`src/rtl/bus_pkg.sv`:
```
// Shared definitions for the two-master bus arbiter: FSM state codes,
// default bus widths and the slave address map used by the decoder.
package bus_pkg;

    // Arbiter ownership states
    typedef enum logic {
        M0_GNT = 1'b0,
        M1_GNT = 1'b1
    } bus_state_e;

    // Default shared-bus widths
    localparam int unsigned BUS_ADDR_W = 16;
    localparam int unsigned BUS_DATA_W = 32;

    // Slave address map (inclusive ranges)
    localparam logic [15:0] S0_BASE = 16'h0000;
    localparam logic [15:0] S0_LAST = 16'h07FF;
    localparam logic [15:0] S1_BASE = 16'h7000;
    localparam logic [15:0] S1_LAST = 16'h71FF;

    // True when addr falls in slave 0's window
    function automatic logic hits_s0(input logic [15:0] addr);
        return (addr >= S0_BASE) && (addr <= S0_LAST);
    endfunction

    // True when addr falls in slave 1's window
    function automatic logic hits_s1(input logic [15:0] addr);
        return (addr >= S1_BASE) && (addr <= S1_LAST);
    endfunction

endpackage

```
`src/rtl/bus_mux2.sv`:
```
// Parameterised-width 2:1 multiplexer used to steer the granted master
// onto the shared bus.
module bus_mux2 #(
    parameter int unsigned W = 1
) (
    input  logic         sel,
    input  logic [W-1:0] in0,
    input  logic [W-1:0] in1,
    output logic [W-1:0] out
);

    // sel=0 picks in0, sel=1 picks in1
    always_comb begin
        out = sel ? in1 : in0;
    end

endmodule

```
`src/rtl/bus_arbiter.sv`:
```
// Two-master bus arbiter with integrated shared-bus multiplexer.
// Bus parks on master 0 when idle; the current owner keeps the bus while
// it requests. Optional feature macro: BUS_ARBITER_TIMEOUT_EN adds a burst
// counter that forces a hand-over after MAX_BURST contended cycles.
module bus_arbiter
    import bus_pkg::*;
#(
    parameter int unsigned ADDR_W    = BUS_ADDR_W,
    parameter int unsigned DATA_W    = BUS_DATA_W,
    parameter int unsigned MAX_BURST = 16
) (
    input  logic              clk,
    input  logic              reset_n,
    input  logic              m0_req,
    input  logic              m0_wr,
    input  logic [ADDR_W-1:0] m0_address,
    input  logic [DATA_W-1:0] m0_dout,
    input  logic              m1_req,
    input  logic              m1_wr,
    input  logic [ADDR_W-1:0] m1_address,
    input  logic [DATA_W-1:0] m1_dout,
    output logic              m0_grant,
    output logic              m1_grant,
    output logic              m_req,
    output logic              m_wr,
    output logic [ADDR_W-1:0] m_address,
    output logic [DATA_W-1:0] m_dout
);

    // Reject out-of-range burst limits at elaboration
    if (MAX_BURST < 2 || MAX_BURST > 255) begin : g_bad_max_burst
        $error("bus_arbiter: MAX_BURST must be within 2..255");
    end

    bus_state_e state_q, state_d;
    logic       m0_grant_q, m1_grant_q;
    logic       own_req, oth_req;
    logic       sel_m1;

`ifdef BUS_ARBITER_TIMEOUT_EN
    localparam int unsigned CNT_W = $clog2(MAX_BURST + 1);
    localparam logic [CNT_W-1:0] CNT_LIMIT = CNT_W'(MAX_BURST - 1);

    logic [CNT_W-1:0] cnt_q, cnt_d;
    logic             timeout_hit;
`endif

    // Owner / challenger request view for the current state
    always_comb begin
        own_req = (state_q == M1_GNT) ? m1_req : m0_req;
        oth_req = (state_q == M1_GNT) ? m0_req : m1_req;
    end

`ifdef BUS_ARBITER_TIMEOUT_EN
    // Hand-over is forced once the owner has held a contended bus long enough
    always_comb begin
        timeout_hit = own_req && oth_req && (cnt_q == CNT_LIMIT);
    end
`endif

    // Next-state decision
    always_comb begin
        state_d = state_q;
        unique case (state_q)
            M0_GNT: begin
                if (!m0_req && m1_req) begin
                    state_d = M1_GNT;
                end
`ifdef BUS_ARBITER_TIMEOUT_EN
                else if (timeout_hit) begin
                    state_d = M1_GNT;
                end
`endif
            end
            M1_GNT: begin
                if (!m1_req) begin
                    state_d = M0_GNT;
                end
`ifdef BUS_ARBITER_TIMEOUT_EN
                else if (timeout_hit) begin
                    state_d = M0_GNT;
                end
`endif
            end
            default: state_d = M0_GNT;
        endcase
    end

`ifdef BUS_ARBITER_TIMEOUT_EN
    // Burst counter: counts contended owner cycles, clears on hand-over or idle owner
    always_comb begin
        cnt_d = '0;
        if (state_d == state_q && own_req && oth_req) begin
            cnt_d = cnt_q + 1'b1;
        end
    end
`endif

    // State register with registered one-hot grants
    always_ff @(posedge clk) begin
        if (!reset_n) begin
            state_q    <= M0_GNT;
            m0_grant_q <= 1'b1;
            m1_grant_q <= 1'b0;
`ifdef BUS_ARBITER_TIMEOUT_EN
            cnt_q      <= '0;
`endif
        end else begin
            state_q    <= state_d;
            m0_grant_q <= (state_d == M0_GNT);
            m1_grant_q <= (state_d == M1_GNT);
`ifdef BUS_ARBITER_TIMEOUT_EN
            cnt_q      <= cnt_d;
`endif
        end
    end

    // Mux select from registered ownership
    always_comb begin
        sel_m1 = (state_q == M1_GNT);
    end

    assign m0_grant = m0_grant_q;
    assign m1_grant = m1_grant_q;

    bus_mux2 #(.W(1)) u_mux_req (
        .sel (sel_m1),
        .in0 (m0_req),
        .in1 (m1_req),
        .out (m_req)
    );

    bus_mux2 #(.W(1)) u_mux_wr (
        .sel (sel_m1),
        .in0 (m0_wr),
        .in1 (m1_wr),
        .out (m_wr)
    );

    bus_mux2 #(.W(ADDR_W)) u_mux_address (
        .sel (sel_m1),
        .in0 (m0_address),
        .in1 (m1_address),
        .out (m_address)
    );

    bus_mux2 #(.W(DATA_W)) u_mux_dout (
        .sel (sel_m1),
        .in0 (m0_dout),
        .in1 (m1_dout),
        .out (m_dout)
    );

endmodule

```
`config.mk`:
```
export PLATFORM = sky130hd
export DESIGN_NAME = bus_arbiter
export DESIGN_NICKNAME = d
export VERILOG_FILES = /design/src/rtl/bus_pkg.sv /design/src/rtl/bus_mux2.sv /design/src/rtl/bus_arbiter.sv
export SDC_FILE = /design/constraint.sdc
export NUM_CORES = 1
export LEC_CHECK = 0
export CORE_MARGIN = 4
export CORE_UTILIZATION = 23
export CTS_CLUSTER_SIZE = 8
export DETAILED_ROUTE_END_ITERATION = 12
export PLACE_DENSITY = 0.92
export SYNTH_ARGS = -nofsm -noshare
export SYNTH_HDL_FRONTEND = slang
export SYNTH_SLANG_ARGS = --single-unit
```
`constraint.sdc`:
```
create_clock -name clk -period 2.2 [get_ports clk]
set_input_delay 0.33 -clock clk [delete_from_list [all_inputs] [get_ports clk]]
set_output_delay 0.33 -clock clk [all_outputs]
set_load 0.01 [all_outputs]
```
== Word-level counts from Yosys, hierarchy flattened ==
Cells that the tools add are included.
W data, S select, Z words.

* Flip-flop bits (word level): 2
* Latch bits: 0
* RAM bits: 0
* Memory bits (read-only): 0
* Input port bits: 102
* Output and inout port bits: 52
* Logic and storage cells: 13
* Memories kept: 0

* Add/sub/neg operators: 0
* $mul: 0
* Div/mod/pow operators: 0
* Magnitude comparators: 0
* Eq/ne operators: 0
* Shifts and indexed selects: 0
* Mux-type cells: 7
* Bitwise gates (word level): 2
* Reductions and logical operators: 2

{| class="wikitable"
|+ Operator list
! cell !! count
|-
| $mux W32 || 1
|-
| $mux W16 || 1
|-
| $mux W1 || 4
|-
| $not A1 Y1 || 2
|-
| $pmux W1 S2 || 1
|-
| $logic_and A1 B1 Y1 || 1
|-
| $logic_not A1 Y1 || 1
|}

== Depth between registers and ports, before layout ==
Gate-level depths: netlist (run 1).

* Depth after elaboration: 5
* Gate-level depth with buffers: 4
* Depth with buffers taken out: 2

== Modules after synthesis ==
Synthesis (run 1) repeated with hierarchy kept, for this count alone.

* Cell total of the unflattened synthesis: 61
* Area, all modules: 884.6 µm²

{| class="wikitable"
|+ By module, submodules not included
! module !! instances !! cells an instance !! area an instance (µm²) !! seq. area each (µm²)
|-
| bus_mux2 at u_mux_dout || 1 || 36 || 544.3 || 0.0
|-
| bus_mux2 at u_mux_address || 1 || 18 || 249.0 || 0.0
|-
| bus_arbiter || 1 || 5 || 61.3 || 40.0
|-
| bus_mux2 at u_mux_req ... || 2 || 1 || 15.0 || 0.0
|}

== Worst setup path after synthesis (run 1) ==
OpenSTA, ideal clock, no wires.

* Path type: flip-flop to output port
* Start: register m1_grant (netlist name)
* End: output m_address[0]
* Arrival: 1.001 ns
* Required time: 1.870 ns
* Setup slack: 0.869 ns
* Cell stages (with the launch flop): 4
* Buffers on the path: 2
* Cells stage by stage: dfxtp_1 buf_6 buf_12 mux2_4

{| class="wikitable"
|+ RTL lines
! item !! RTL line !! text
|-
| end, declared || bus_arbiter.sv:26 || <nowiki>output logic [ADDR_W-1:0] m_address,</nowiki>
|}

==> results of run 1 <==
## kinds of logic after synthesis
group | after synthesis
DFF | 2
buffers and inverters | 6
and+or+nand+nor | 5
muxes | 49
## final cells by class
cell class / count / area share
clock buffer: 3 / 0.01668
multi-input combinational: 54 / 0.3074
timing repair buffer: 155 / 0.6350
sequential: 2 / 0.01668
tap: 48 / 0.02427
## worst min-delay path by stage
stage,startpoint,to,slack (ns),depth (start not counted)
4_1_cts,reset_n,m0_grant,0.64,2
6_report,reset_n,m0_grant,0.65,2
3_5_place_dp,m1_grant,m0_grant,0.81,3
5_1_grt,reset_n,m0_grant,0.66,2
3_3_place_gp,m1_grant,m0_grant,0.78,3
2_1_floorplan,m1_req,m0_grant,0.40,1
## per-layer routing
| layer | vias up | global-route usage |
|---|---|---|
| met5 | - | 0 |
| met2 | 73 | 0.3069 |
| met4 | 0 | 0.03758 |
| li1 | 536 | - |
| met1 | 481 | 0.1432 |
| met3 | 6 | 0.04403 |
## per-stage QoR
stage / instance area, sq um / util / std cells / total power, mW
detailed placement: 2434 / 0.6501 / 259 / 0.5570
global placement: 2434 / 0.6501 / 259 / 0.5498
CTS: 2475 / 0.6611 / 262 / 0.7118
floorplan: 912.1 / - / 62 / 0.2370
global route: 2475 / 0.6611 / 262 / 0.7344
finish: 2475 / 0.6611 / 262 / 0.6981
## cell usage in the layout (no fill, tap or decap)
cell type	n
nand2b_1	1
nand3_1	1
clkdlybuf4s50_1	153
dfxtp_2	1
nand2_1	2
mux2_4	49
buf_12	2
and3_1	1
dfxtp_1	1
clkbuf_8	3
## state kept, by name, indices dropped and copies added (netlist names)
register	count
m0_grant	1
m1_grant	1
## report_power, final
group	switching [mW]	internal, mW
sequential	0.00157	0.0386
combinational	0.134	0.377
clock	0.0311	0.116
total	0.166	0.532
## critical path, delay by kind of cell (launching register included)
kind | cells | cell delay (ns)
buffers and inverters | 2 | 0.73
DFF | 1 | 0.36
muxes | 1 | 0.32
==> summary.md, run 1 <==
| Metric | Value |
|---|---|
| Status | `completed` |
| Layout Skew | `~0.0042 ns` |
| Ranking of synthesized cells by area | `mux2_4 81%, buf_12 11%, dfxtp_1 4.4%` |
| Total track usage | `0.1503` |
| Most numerous cell in the Yosys netlist | `mux2_4` |
| CP endpoint | `m_dout[12]` |
| HPWL Detailed | `between 3 and 4 mm` |
| Clock slew at reported path FFs | `0.03 ns` |
| Asr flop ratio synth | `0` |
| Mapped Area | `~910 sq um` |
| Clk buf depth | `2` |
| CTS Sinks | `2` |
| Critical path's slowest cell | `clkdlybuf4s50_1` |
| Share of cells above drive strength 1 | `0.2570` |
| Post-detailed-routing wire length | `4.078 mm` |
| Root buf cell | `clkbuf_8` |
| RSZ-0062 raised after global routing | `false` |
| Post-CTS Setup Inserts | `0` |
| Slew HR | `0.8524` |
| Core ar. | `3744 sq um` |
| IR drop worst, VDD | `0.0004519 V` |
| Post-route DRC violation count | `0` |
| Slew Limit Fails | `0` |
| Die H | `70.98 microns` |
| Storage element area | `between 40 and 50 sq um` |
| Cell row count | `22` |
| Initial antenna violation count | `0` |
| Drt pass-1 iters | `3` |
| WL met3 | `approximately 360 microns` |
| XOR/XNOR Fraction of Synth Area | `0` |
| Cells after synthesis | `62` |
| Crit. Startpoint | `m1_grant` |
| Setup CP Type | `flip-flop to output pin` |
| Area of the multi-input gates | `~760 sq um` |
| Critical Path AT | `1.65 ns` |
| Final worst-path cycle share | `0.8985` |
| Post-synthesis simple-gate area fraction | `0.02743` |
| EDFF count, synth | `0` |
| Post-Synth Adder-Cell Area | `0` |
| Actual slew at the worst max-slew pin | `roughly 0.22 ns` |
| Number of synthesis warnings | `0` |
| Crit end category | `output pin` |
| Antenna viol nets, final | `0` |
| Mapped Nets | `roughly 160` |
| Vias in the first global route | `roughly 1200` |
| DR top layer | `met4` |
| Post-synth top area share | `0.8066` |
| Routed length on met2 | `2.314 mm` |
| Area grow syn2layout | `171.3%` |
| Number of buffers created by CTS | `3` |
| Routed vias | `approximately 1100` |
| Initial drt markers | `19` |
| Fin Hold WS | `between 0.6 and 0.7 ns` |
| Ys flop type | `dfxtp_1` |
| Vias per cell | `4.183` |
| Total of max-cap violations | `0` |
| Tmin final | `between 1.5 and 2 ns` |
| Post-cts resize count | `0` |
| Hold buffers post-CTS | `0` |
| # diodes | `0` |
| Grt ovf | `0` |
| Syn Area/Cell | `14.71 sq um` |
| Post-synth top cells | `49 x mux2_4, 5 x buf_12, 2 x dfxtp_1, 2 x nand2_1` |
| Startpoint types | `flip-flop` |
| Worst r2r dst | `m1_grant` |
| Combinational family with the most area after synthesis | `multiplexers` |
| Critical Path RT | `1.87 ns` |
| Area leader, netlist | `mux2_4` |
| CP max FO | `30` |
| Lkg Pwr | `around 1 nW` |
| Filler Cell Count | `305` |
| Final Wtd Congestion | `between 0.7 and 0.8` |
| Register area share after synthesis | `0.04390` |
| First-pass GRT wire length | `between 5 and 6 mm` |
| Die Area | `around 5000 sq um` |
| Final Hold Fails | `0` |
| CTS tree | `yes` |
| Fmax | `between 500 and 600 MHz` |
| Worst r2r path cells | `3` |
| Worst reg2reg setup slack | `between 1 and 1.5 ns` |
| Post-synthesis mux area share | `0.8066` |
| Largest net degree at the start of global routing | `31` |
| Flops & latches, synth | `2` |
| Post-place setup slack | `between 0.3 and 0.4 ns` |
| Unique cell type count in the Yosys netlist | `8` |
| TNS Setup | `0 ns` |
| WL met1 | `between 1 and 1.5 mm` |
| Setup ws final | `~0.22 ns` |
| Clock latency on the worst-skew pair | `about 0.21 ns` |
| Initial Util | `0.2436` |
| H-tree lvl count | `1` |
| Final nets | `318` |
| CP cell instances | `buf_12 -> mux2_4 -> clkdlybuf4s50_1` |
| Routed len/inst | `between 15 and 20 microns` |
| Reg-to-reg critical path startpoint | `m1_grant` |
| Finish-stage setup viols | `0` |
| Pwr/cell area | `between 200 and 300 nW/um^2` |
| IO buf count | `between 150 and 200` |
| # IOs | `about 150` |
| Synth Area in Compound Gates | `0` |
| Min-delay worst type | `input port to flip-flop` |
| Die Width | `just over 70 microns` |
| CP peak stage delay | `roughly 0.5 ns` |
Power figures use the tool's default switching activity.
==> run 2: changes to the inputs <==
- CELL_PAD_IN_SITES_DETAIL_PLACEMENT: default -> 1
- CELL_PAD_IN_SITES_GLOBAL_PLACEMENT: default -> 1
- CORE_UTILIZATION: 23 -> 15
- PLACE_DENSITY: 0.92 -> 0.95
==> run 2 against run 1 <==
Design area increased by 1.6%. Die area up 47%. Non-clock buffer count unchanged. Critical endpoint is now m_dout[10]. Combinational power is essentially flat. Highest routed layer unchanged. Largest power group unchanged. Sequential power decreased by 2%. Maximum frequency rose by 0.31%. Worst hold slack better by 0.015 ns.
==> summary.md, run 2 (synthesized netlist as in run 1, its figures left out) <==
| Metric | Value |
|---|---|
| Final nets | `~320` |
| Grt ovf | `0` |
| Reg-to-reg critical path startpoint | `m1_grant` |
| CP cell instances | `buf_12 -> mux2_4 -> clkdlybuf4s50_1` |
| Crit end category | `output pin` |
| H-tree lvl count | `1` |
| Tmin final | `between 1.5 and 2 ns` |
| IO buf count | `about 150` |
| Post-cts resize count | `0` |
| # IOs | `roughly 150` |
| First-pass GRT wire length | `6.279 mm` |
| Storage element area | `around 44 sq um` |
| Comb power frac | `0.723` |
| CTS Sinks | `2` |
| Post-route DRC violation count | `0` |
| Final Util | `0.4248` |
| Pint | `538.1 uW` |
| Clk buf depth | `2` |
| IR drop worst, VDD | `~0.00017 V` |
| Most common cell after layout, fill and taps aside | `clkdlybuf4s50_1` |
| # diodes | `0` |
| Fmax | `around 510 MHz` |
| Worst r2r path cells | `3` |
| Area grow syn2layout | `175.7%` |
| Drt pass-1 iters | `2` |
| Stages on worst setup path | `3` |
| Total track usage | `0.1071` |
| Vias in the first global route | `1303` |
| Critical path's slowest cell | `clkdlybuf4s50_1` |
| CP peak stage delay | `0.49 ns` |
| Critical Path AT | `approximately 1.6 ns` |
| CTS tree | `yes` |
| Core ar. | `just under 6000 sq um` |
| Post-placement cell count | `286` |
| Worst r2r dst | `m1_grant` |
| Area of the multi-input gates | `roughly 760 sq um` |
| RSZ-0062 raised after global routing | `false` |
| Non-Filler Instances | `a little under 300` |
| Post-place setup slack | `0.3419 ns` |
| Initial Util | `0.1541` |
| CP delay by family, top | `buffers and inverters` |
| CP max FO | `28` |
| Status | `completed` |
| Hold buffers post-CTS | `0` |
| Switching Power | `roughly 170 uW` |
| Setup ws final | `around 0.23 ns` |
| Vias per cell | `between 3 and 4` |
| Clock latency on the worst-skew pair | `between 0.2 and 0.25 ns` |
| DP Area | `around 2500 sq um` |
| Total of max-cap violations | `0` |
| Total power | `707.9 uW` |
| Clock power share | `0.221` |
| Die Width | `85.98 microns` |
| Most frequent cells in the layout | `153 x clkdlybuf4s50_1, 49 x mux2_4, 3 x clkbuf_8` |
| Sw frac | `0.2400` |
| Clock slew at reported path FFs | `roughly 0.03 ns` |
| Cell row count | `28` |
| Post-CTS Setup Inserts | `0` |
| Number of buffers created by CTS | `3` |
| Final Wtd Congestion | `approximately 0.67` |
| Pwr/cell area | `281.5 nW/um^2` |
| Fraction of power consumed by sequential logic | `0.056` |
| CP bufs+invs | `2` |
| Finish-stage setup viols | `0` |
| Final worst-path cycle share | `0.8957` |
| Routed len/inst | `~15 microns` |
| Critical Path RT | `around 1.9 ns` |
| Slew HR | `0.8515` |
| Post-detailed-routing wire length | `approximately 4.4 mm` |
| TNS Setup | `0 ns` |
| Min-delay worst type | `input port to flip-flop` |
| Crit. Startpoint | `m1_grant` |
| Root buf cell | `clkbuf_8` |
| Initial antenna violation count | `0` |
| Slew Limit Fails | `0` |
| Share of cells above drive strength 1 | `0.2558` |
| Routed vias | `approximately 1100` |
| Filler Cell Count | `approximately 650` |
| Die H | `between 80 and 90 microns` |
| Layout Skew | `between 0.004 and 0.005 ns` |
| Final Hold Fails | `0` |
| HPWL Detailed | `between 3 and 4 mm` |
| Design area | `around 2500 sq um` |
| Setup CP Type | `flip-flop to output pin` |
| Lkg Pwr | `1.022 nW` |
| Worst reg2reg setup slack | `around 1.2 ns` |
| Actual slew at the worst max-slew pin | `around 0.22 ns` |
| Initial drt markers | `10` |
| Die Area | `roughly 7400 sq um` |
| Largest net degree at the start of global routing | `29` |
| CP endpoint | `m_dout[10]` |
| Antenna viol nets, final | `0` |
| Startpoint types | `flip-flop` |
| Fin Hold WS | `approximately 0.66 ns` |
run 2: changes by cell type in the layout (fill, tap and decap cells not counted):
cell,before,now
clkbuf_1,0,1
dfxtp_2,1,0
dfxtp_4,0,1
run 2: worst reg2reg max path, stage by stage (launching register included):
cell and delay [ns]:
dfxtp_4 0.35, buf_12 0.17, nand2b_1 0.19, and3_1 0.18
run 2: final cells by class:
class | instances | share of cell area
clock buffer | 4 | 0.01791
multi-input combinational | 54 | 0.3025
sequential | 2 | 0.01741
tap | 75 | 0.03731
timing repair buffer | 155 | 0.6249
run 2: how the worst min path moves through the flow:
stage	endpoint	startpoint	cells after the start
finish	m0_grant	reset_n	2
global route	m0_grant	m1_req	2
CTS	m0_grant	reset_n	2
detailed placement	m0_grant	m1_grant	3
global placement	m0_grant	m1_grant	3
floorplan	m0_grant	m1_req	1
run 2: power by group through the flow:
stage	Sequential, mW	Clock, mW	Combinational [mW]
after floorplan	0.0405	0	0.197
after global placement	0.0397	0	0.505
after detailed placement	0.0399	0	0.518
after CTS	0.0394	0.163	0.520
after global routing	0.0396	0.171	0.539
final	0.0393	0.156	0.512
run 2: layer usage:
metal	vias to the layer above	part of all wire	track usage
met2	71	0.59	0.2263
met5	-	0	0
met3	4	0.10	0.02594
met1	519	0.30	0.09846
met4	0	0.011	0.02734
li1	536	-	-
